--- src/rtl/seven_seg_scanner_pkg.sv ---
// Shared display definitions for the multiplexed seven-segment scanner.
// Holds the active-low segment table, the blank pattern and slot states.
package seven_seg_scanner_pkg;

    typedef enum logic {
        ST_BLANK = 1'b0,
        ST_DRIVE = 1'b1
    } slot_state_e;

    localparam logic [6:0] SEG_OFF = 7'h7F;

    // Entry i is the G..A pattern for hex digit i (listed F down to 0).
    localparam logic [15:0][6:0] SEG_LUT = {
        7'b0001110,
        7'b0000110,
        7'b0100001,
        7'b1000110,
        7'b0000011,
        7'b0001000,
        7'b0010000,
        7'b0000000,
        7'b1111000,
        7'b0000010,
        7'b0010010,
        7'b0011001,
        7'b0110000,
        7'b0100100,
        7'b1111001,
        7'b1000000
    };

endpackage

--- src/rtl/seven_seg_scanner_dec.sv ---
// Combinational hex to active-low seven-segment decoder.
// Decimal point passes through inverted for common-anode parts.
module seven_seg_scanner_dec
    import seven_seg_scanner_pkg::*;
(
    input  logic [3:0] hex_i,
    input  logic       dp_i,
    output logic [6:0] seg_n_o,
    output logic       dp_n_o
);

    assign seg_n_o = SEG_LUT[hex_i];
    assign dp_n_o  = ~dp_i;

endmodule

--- src/rtl/seven_seg_scanner.sv ---
// Time-multiplexed common-anode display scanner with frame-aligned
// updates and a per-slot blanking interval against ghosting.
module seven_seg_scanner
    import seven_seg_scanner_pkg::*;
#(
    parameter int NUM_DIGITS   = 4,
    parameter int REFRESH_DIV  = 50000,
    parameter int BLANK_CYCLES = 16
) (
    input  logic                    clk,
    input  logic                    rst_n,
    input  logic [4*NUM_DIGITS-1:0] value_in,
    input  logic [NUM_DIGITS-1:0]   dp_in,
    input  logic                    value_valid,
    input  logic [NUM_DIGITS-1:0]   digit_en,
    output logic [6:0]              seg_n,
    output logic                    dp_n,
    output logic [NUM_DIGITS-1:0]   an_n,
    output logic                    update_ack,
    output logic                    frame_start
);

    localparam int CW = (REFRESH_DIV > 1) ? $clog2(REFRESH_DIV) : 1;
    localparam int DW = $clog2(NUM_DIGITS);
    localparam int VW = 4 * NUM_DIGITS;

    localparam logic [CW-1:0] CNT_LAST  = CW'(REFRESH_DIV - 1);
    localparam logic [CW-1:0] CNT_BLANK = CW'(BLANK_CYCLES);
    localparam logic [DW-1:0] DIG_LAST  = DW'(NUM_DIGITS - 1);
    localparam logic [NUM_DIGITS-1:0] AN_ONE = NUM_DIGITS'(1);

    logic [CW-1:0]         cnt_q, cnt_d;
    logic [DW-1:0]         digit_q, digit_d;
    logic [VW-1:0]         pend_val_q, shad_val_q;
    logic [NUM_DIGITS-1:0] pend_dp_q, shad_dp_q;
    logic                  pend_flag_q;
    slot_state_e           state_q, state_d;

    logic [6:0]            seg_n_q;
    logic                  dp_n_q;
    logic [NUM_DIGITS-1:0] an_n_q;
    logic                  ack_q;
    logic                  fs_q;

    logic                  slot_end;
    logic                  frame_wrap;
    logic [3:0]            cur_nib;
    logic [6:0]            dec_seg_n;
    logic                  dec_dp_unused;

    assign slot_end   = (cnt_q == CNT_LAST);
    assign frame_wrap = slot_end && (digit_q == DIG_LAST);

    assign cnt_d   = slot_end ? '0 : cnt_q + 1'b1;
    assign digit_d = frame_wrap ? '0
                   : slot_end ? digit_q + 1'b1
                   : digit_q;

    assign state_d = (cnt_q < CNT_BLANK) ? ST_BLANK : ST_DRIVE;

    assign cur_nib = shad_val_q[{digit_q, 2'b00} +: 4];

    seven_seg_scanner_dec u_dec (
        .hex_i   (cur_nib),
        .dp_i    (1'b0),
        .seg_n_o (dec_seg_n),
        .dp_n_o  (dec_dp_unused)
    );

    always_ff @(posedge clk or negedge rst_n) begin
        if (!rst_n) begin
            cnt_q       <= '0;
            digit_q     <= '0;
            pend_val_q  <= '0;
            pend_dp_q   <= '0;
            pend_flag_q <= 1'b0;
            shad_val_q  <= '0;
            shad_dp_q   <= '0;
            state_q     <= ST_BLANK;
            seg_n_q     <= SEG_OFF;
            dp_n_q      <= 1'b1;
            an_n_q      <= '1;
            ack_q       <= 1'b0;
            fs_q        <= 1'b0;
        end else begin
            cnt_q   <= cnt_d;
            digit_q <= digit_d;
            state_q <= state_d;

            // A strobe on the wrap edge re-arms the flag for next frame.
            if (value_valid) begin
                pend_val_q  <= value_in;
                pend_dp_q   <= dp_in;
                pend_flag_q <= 1'b1;
            end else if (frame_wrap) begin
                pend_flag_q <= 1'b0;
            end

            if (frame_wrap && pend_flag_q) begin
                shad_val_q <= pend_val_q;
                shad_dp_q  <= pend_dp_q;
            end

            ack_q <= frame_wrap && pend_flag_q;
            fs_q  <= frame_wrap;

            unique case (state_d)
                ST_DRIVE: begin
                    if (digit_en[digit_q]) begin
                        seg_n_q <= dec_seg_n;
                        dp_n_q  <= ~shad_dp_q[digit_q];
                        an_n_q  <= ~(AN_ONE << digit_q);
                    end else begin
                        seg_n_q <= SEG_OFF;
                        dp_n_q  <= 1'b1;
                        an_n_q  <= '1;
                    end
                end
                default: begin
                    seg_n_q <= SEG_OFF;
                    dp_n_q  <= 1'b1;
                    an_n_q  <= '1;
                end
            endcase
        end
    end

    assign seg_n       = seg_n_q;
    assign dp_n        = dp_n_q;
    assign an_n        = an_n_q;
    assign update_ack  = ack_q;
    assign frame_start = fs_q;

endmodule

--- config.mk ---
export PLATFORM = sky130hd
export DESIGN_NAME = seven_seg_scanner
export DESIGN_NICKNAME = d
export VERILOG_FILES = /design/src/rtl/seven_seg_scanner_pkg.sv /design/src/rtl/seven_seg_scanner_dec.sv /design/src/rtl/seven_seg_scanner.sv
export SDC_FILE = /design/constraint.sdc
export NUM_CORES = 1
export LEC_CHECK = 0
export ABC_AREA = 1
export BUFFER_PORTS_ARGS = -buffer_cell sky130_fd_sc_hd__buf_2
export CAP_MARGIN = 20
export CELL_PAD_IN_SITES_DETAIL_PLACEMENT = 0
export CELL_PAD_IN_SITES_GLOBAL_PLACEMENT = 1
export CORE_MARGIN = 10
export CORE_UTILIZATION = 46
export CTS_CLUSTER_SIZE = 20
export DETAILED_ROUTE_END_ITERATION = 10
export PLACE_DENSITY = 0.82
export RECOVER_POWER = 25
export REMOVE_ABC_BUFFERS = 1
export SLEW_MARGIN = 5
export SYNTH_ARGS = -nofsm -noshare
export SYNTH_HDL_FRONTEND = slang
export SYNTH_SLANG_ARGS = --single-unit
--- constraint.sdc ---
create_clock -name clk -period 3.1 [get_ports clk]
set_input_delay 0.62 -clock clk [delete_from_list [all_inputs] [get_ports clk]]
set_output_delay 0.62 -clock clk [all_outputs]
set_load 0.005 [all_outputs]
**Word-level counts from Yosys, hierarchy flattened**

Memories as Yosys holds them, arrays and structs flattened.
Cells that the tools add are included.

- Bitwise logic cells: 2
- Muxes and demuxes: 16
- Order comparisons: 3
- Equality and inequality tests: 2
- Shifts and indexed selects: 2
- Reductions and logical operators: 4
- Add/subtract/negate cells: 2

Operators with widths:

| operator | number |
|---|---|
| 2-to-1 mux 7 bit | 3 |
| adder 16 x 1 -> 16 bit, second input constant | 1 |
| == test 16 bit, second input constant | 1 |
| < comparator 16 x 5 -> 1 bit, second input constant | 1 |
| 2-to-1 mux 16 bit | 1 |
| indexed part select 16 x 5 -> 4 bit | 1 |
| 2-to-1 mux 4 bit | 2 |
| 2-to-1 mux 1 bit | 6 |
| < comparator 4 x 5 -> 1 bit, second input constant | 1 |
| binary-select mux 1 bit (select 2 bit) | 2 |
| 2-to-1 mux 2 bit | 2 |
| inverter 4 bit | 1 |
| nonzero test 2 bit | 2 |
| left shift 1 x 2 -> 4 bit, first input constant | 1 |
| < comparator 2 x 3 -> 1 bit, second input constant | 1 |
| adder 2 x 1 -> 2 bit, second input constant | 1 |
| == test 2 bit, second input constant | 1 |
| logical AND 1 bit | 2 |
| inverter 1 bit | 1 |

- Output and inout port bits: 14
- Memory bits (read-only): 112
- Memories kept: 1
- Flip-flop bits (word level): 73
- Input port bits: 27

Memories:

| name | depth | width | read ports | clocked after Yosys merged registers in | write ports | line | RTL |
|---|---|---|---|---|---|---|---|
| (name not given) | 16 | 7 | 1 | 0 | 0 | seven_seg_scanner_dec.sv:12 | `assign seg_n_o = SEG_LUT[hex_i];` |

**Logic depth before layout (Yosys ltp)**

- Depth in word-level cells: 5
- Mapped depth: 13

**Hierarchy**

Synthesis repeated with hierarchy kept, for this count alone.

- Cells, all modules: 436
- Area total of the unflattened synthesis: 3592.2 µm²

By module, submodules not included:

| module | times used | area each (µm²) | cells each |
|---|---|---|---|
| seven_seg_scanner | 1 | 3308.2 | 383 |
| seven_seg_scanner_dec | 1 | 284.0 | 53 |

**Worst setup path before layout**

OpenSTA, ideal clock, no wires.

- Kind: reg-to-reg
- Start: register digit_q[0]
- End: register seg_n_q[0], in the netlist seg_n[0]
- Period minus slack after synthesis: 1600 ps
- Required time: 3022 ps
- Setup slack: 1500 ps
- Buffers on the path: 1
- Data arrival time: 1522 ps
- Stages on the path, launching flop included: 14
- Cells stage by stage: dfrtp_1 -> inv_1 -> buf_4 -> nand2_1 -> nand3_1 -> nand2_1 -> inv_1 -> ha_1 -> inv_1 -> nand2_1 -> nand2_1 -> nand2_1 -> nand2_1 -> nand2_1

- Longest elaborated chain between the ends: 5
- Elaborated cells on any way between the ends: 7

RTL lines:

| what | line | RTL |
|---|---|---|
| from (decl) | seven_seg_scanner.sv:33 | `logic [DW-1:0] digit_q, digit_d;` |
| from (signal assigned) | seven_seg_scanner.sv:87 | `digit_q <= digit_d;` |
| indexed part select 16 x 5 -> 4 bit | seven_seg_scanner.sv:61 | `assign cur_nib = shad_val_q[{digit_q, 2'b00} +: 4];` |
| memory (16 x 7 bit) | - |  |
| 2-to-1 mux 7 bit (not written as such) | seven_seg_scanner_dec.sv:12 |  |
| 2-to-1 mux 7 bit (*) | seven_seg_scanner.sv:109 | `if (digit_en[digit_q]) begin` |
| 2-to-1 mux 7 bit (*) | seven_seg_scanner.sv:107 | `unique case (state_d)` |
| to (signal assigned) | seven_seg_scanner.sv:110 | `seg_n_q <= dec_seg_n;` |
| to (decl) | seven_seg_scanner.sv:39 | `logic [6:0] seg_n_q;` |

Mark *: on every way between the ends. The rest lies on a longest branch, timed or not. The select of a mux whose other input is x is not followed.
A chain may end at the register's enable or synchronous reset.

**Worst setup path in the final report**

- Start: register digit_q[0]
- End: register seg_n_q[6], in the netlist seg_n[6]

Same word-level chain as after synthesis.

==> out/metrics.yaml <==
status:
  outcome: "finished, violations left"
  violations: "max-capacitance violations, max-slew violations"
synth:
  synth_warnings: 0
  synth.most_common_cell: "nand2_1"
  synth_area_per_cell_um2: 7.95
  postSynthCellCount: 451
  synth-main-ff-cell: "dfrtp_1"
  synth_top_area_cell: "dfrtp_1"
  yosysTopAreaCellShare_pct: 42.6
  synth_area_mm2: 0.00359
  yosysSeqAreaShare_pct: 51.4
  yosys-top-cells-count: "nand2_1, dfrtp_1, nand3_1"
  synth_edf_count: 0
  yosys_register_bits: 73
  synthTopCellsByArea: "dfrtp_1, nand2_1, dfstp_2"
  synth_async_sr_flop_share_pct: 100
  synth_cell_types: 25
pwr:
  pwr-share-clk_pct: 41.8
  power_switching_w: 0.000417
  netSwitchingFraction_pct: 22.6
  p_seq_share_pct: 53.9
  p_int_w: 0.00143
  p_leak_nw: 2.20
  comb_power_share_pct: 4.3
  ir_worst_vdd_uv: 309
  power_density_mw_per_mm2: 454
global_routing:
  grt_util_met1_pct: 19.6
  antenna_found_initial: 0
  overflow: 0
  busiest_layer: "met2"
  grt.met2_usage_pct: 21.5
  use_met3_pct: 4.70
  grt.total_usage_pct: 14.5
  grt_pass1_wl_um: 13600
  grt_max_degree: 41
  grt_pass1_vias: 2806
placed_design:
  port_buffers: 40
  dpl.hpwl_um: 5580
  place_congestion: 0.855
  dp.cells: 581
  pre_cts_ws_ns: 0.871
worst_setup_path:
  rr_startpoint: "digit_q[0]"
  arrival_ns: 2.50
  cp-start-kind: "flop"
  criticalPathCategory: "flop to flop"
  required_ns: 3.36
  end_kind: "flop"
  crit_fanout: 16
  worstSetupStartpoint: "digit_q[0]"
floorplanning:
  num_io_pins: 41
  die-area_mm2: 0.0117
  rows: 32
  die_h_um: 108
  start_util_pct: 46.9
  fp.dieW_um: 108
  coreArea_mm2: 0.00765
clock_tree:
  clkLatencyLatePin_ns: 0.34
  clk_pin_slew_ns: 0.08
  cts.sinks: 73
  hold_buffers: 0
  cts_setup_buffers: 0
  cts_buffers: 9
  cts_tree: "yes"
  htreeDepth: 3
  cts_buffer_depth: 2
  ctsResizeCount: 0
  clockRootBuffer: "clkbuf_8"
layout:
  final-seq-area_mm2: 0.00184
  antenna_cells: 0
  drive_gt1_share_pct: 16.0
  multi_input_area_mm2: 0.00151
  finalNonFillerCells: 597
  fin_util_pct: 53.3
  fillers: 765
  fin_nets: 528
  syn_to_final_growth_pct: 13.6
route:
  vias: 2905
  first_pass_iters: 4
  first_iter_violations: 157
  drcViolationCount: 0
  drt-total-wl_um: 7810
  viasPerCell: 4.87
  ant_nets: 0
  wl_per_cell_um: 13.1
sta:
  tns_ns: 0
  final-hold-violation-count: 0
  skew_ns: 0.00920
  tightest_slew_ns: 2.20
  setup_violations: 0
  post-route-period-util_pct: 72.3
  period_needed_ns: 2.24
  setup_ws_ns: 0.860
  rsz0062_at_grt: "false"
  max_freq_ghz: 0.446
  relSlewSlack_pct: -46.5
  finalMaxSlewViolations: 40
hold_path:
  hp-start: "value_in[6]"
  hold_class: "input port to flop"
flow_run:
  cap_violations: 1
worst paths after layout:
check	to	slack, ns	cells past startpoint
hold reg to reg	cnt_q[0]	0.47	1
max in group asynchronous	shad_dp_q[0]	0.93	1
setup / recovery	seg_n[6]	0.86	10
min in group asynchronous	cnt_q[11]	0.92	1
hold / removal	pend_val_q[6]	0.47	3
setup reg to reg	seg_n[6]	0.86	10
worst max-delay path, stage by stage (launching register included):
cell	delay (ns)
dfrtp_1	0.65
inv_1	0.37
nand2_1	0.14
nand3_1	0.07
nand2_1	0.23
inv_1	0.13
ha_1	0.22
nand3_1	0.13
nand2_1	0.07
nand2_1	0.06
nand3_1	0.07
layer usage:
layer | part of all wire [%] | wire length, um
met4 | 0.70 | 55
met5 | 0 | 0
met2 | 46 | 3570
met1 | 49 | 3840
met3 | 4.3 | 338
cell families (layout without fill, tap and decap cells):
kind of cell	count (synthesis)	count (layout)	share of synthesized area, %
compound gates	11	11	1.74
xor+xnor	8	8	1.95
fa+ha+maj	11	11	3.84
buf+inv	54	98	6.52
flops	73	73	51.4
simple gates	294	294	34.6
layout by cell type (no fill, tap or decap):
cell	Yosys	final
a21oi_1	1	1
a21oi_2	1	1
and3_1	1	1
buf_12	0	1
buf_2	10	39
buf_4	1	4
bufinv_16	0	1
clkbuf_1	4	2
clkbuf_8	0	11
clkinv_2	0	1
clkinv_4	0	1
clkinvlp_4	0	1
dfrtp_1	61	61
dfstp_2	12	12
ha_1	11	11
inv_1	34	34
inv_2	3	3
nand2_1	183	183
nand2_2	2	2
nand3_1	43	43
nand4_1	23	23
nor2_1	34	34
nor2_2	1	1
nor2_4	1	1
nor3_1	6	6
o21ai_0	6	6
o21ai_1	1	1
o21bai_1	1	1
o22ai_1	1	1
xor2_1	8	8
flip-flops by register name, indices dropped and copies added (netlist names):
name	flops
seg_n	7
an_n	4
frame_start	1
shad_dp_q	4
pend_flag_q	1
update_ack	1
shad_val_q	16
pend_val_q	16
pend_dp_q	4
dp_n	1
cnt_q	16
digit_q	2
area by class of cell:
type | instances | share of cell area (%)
Tap cell | 102 | 3.13
Inverter | 37 | 3.41
Clock inverter | 4 | 1.26
Timing Repair Buffer | 45 | 6.11
Sequential cell | 73 | 45.2
Clock buffer | 12 | 3.81
Multi-Input combinational cell | 324 | 37.1
per-stage QoR:
| stage | instance area (um2) | hold slack (ns) | total power [W] |
|---|---|---|---|
| after floorplan | 3490 | 0.324 | 0.00104 |
| after global placement | 3870 | 0.445 | 0.00110 |
| after detailed placement | 3870 | 0.460 | 0.00110 |
| after CTS | 4080 | 0.438 | 0.00187 |
| after global routing | 4070 | 0.445 | 0.00194 |
| final | 4070 | 0.471 | 0.00185 |
power groups by stage:
stage	clock [W]	combinational, W	sequential, W
after global routing	0.000847	0.0000961	0.000999
after global placement	0	0.0000818	0.00101
after CTS	0.000794	0.0000836	0.000996
after floorplan	0	0.0000286	0.00101
final	0.000772	0.0000800	0.000996
after detailed placement	0	0.0000836	0.00101
Power figures use the tool's default switching activity.
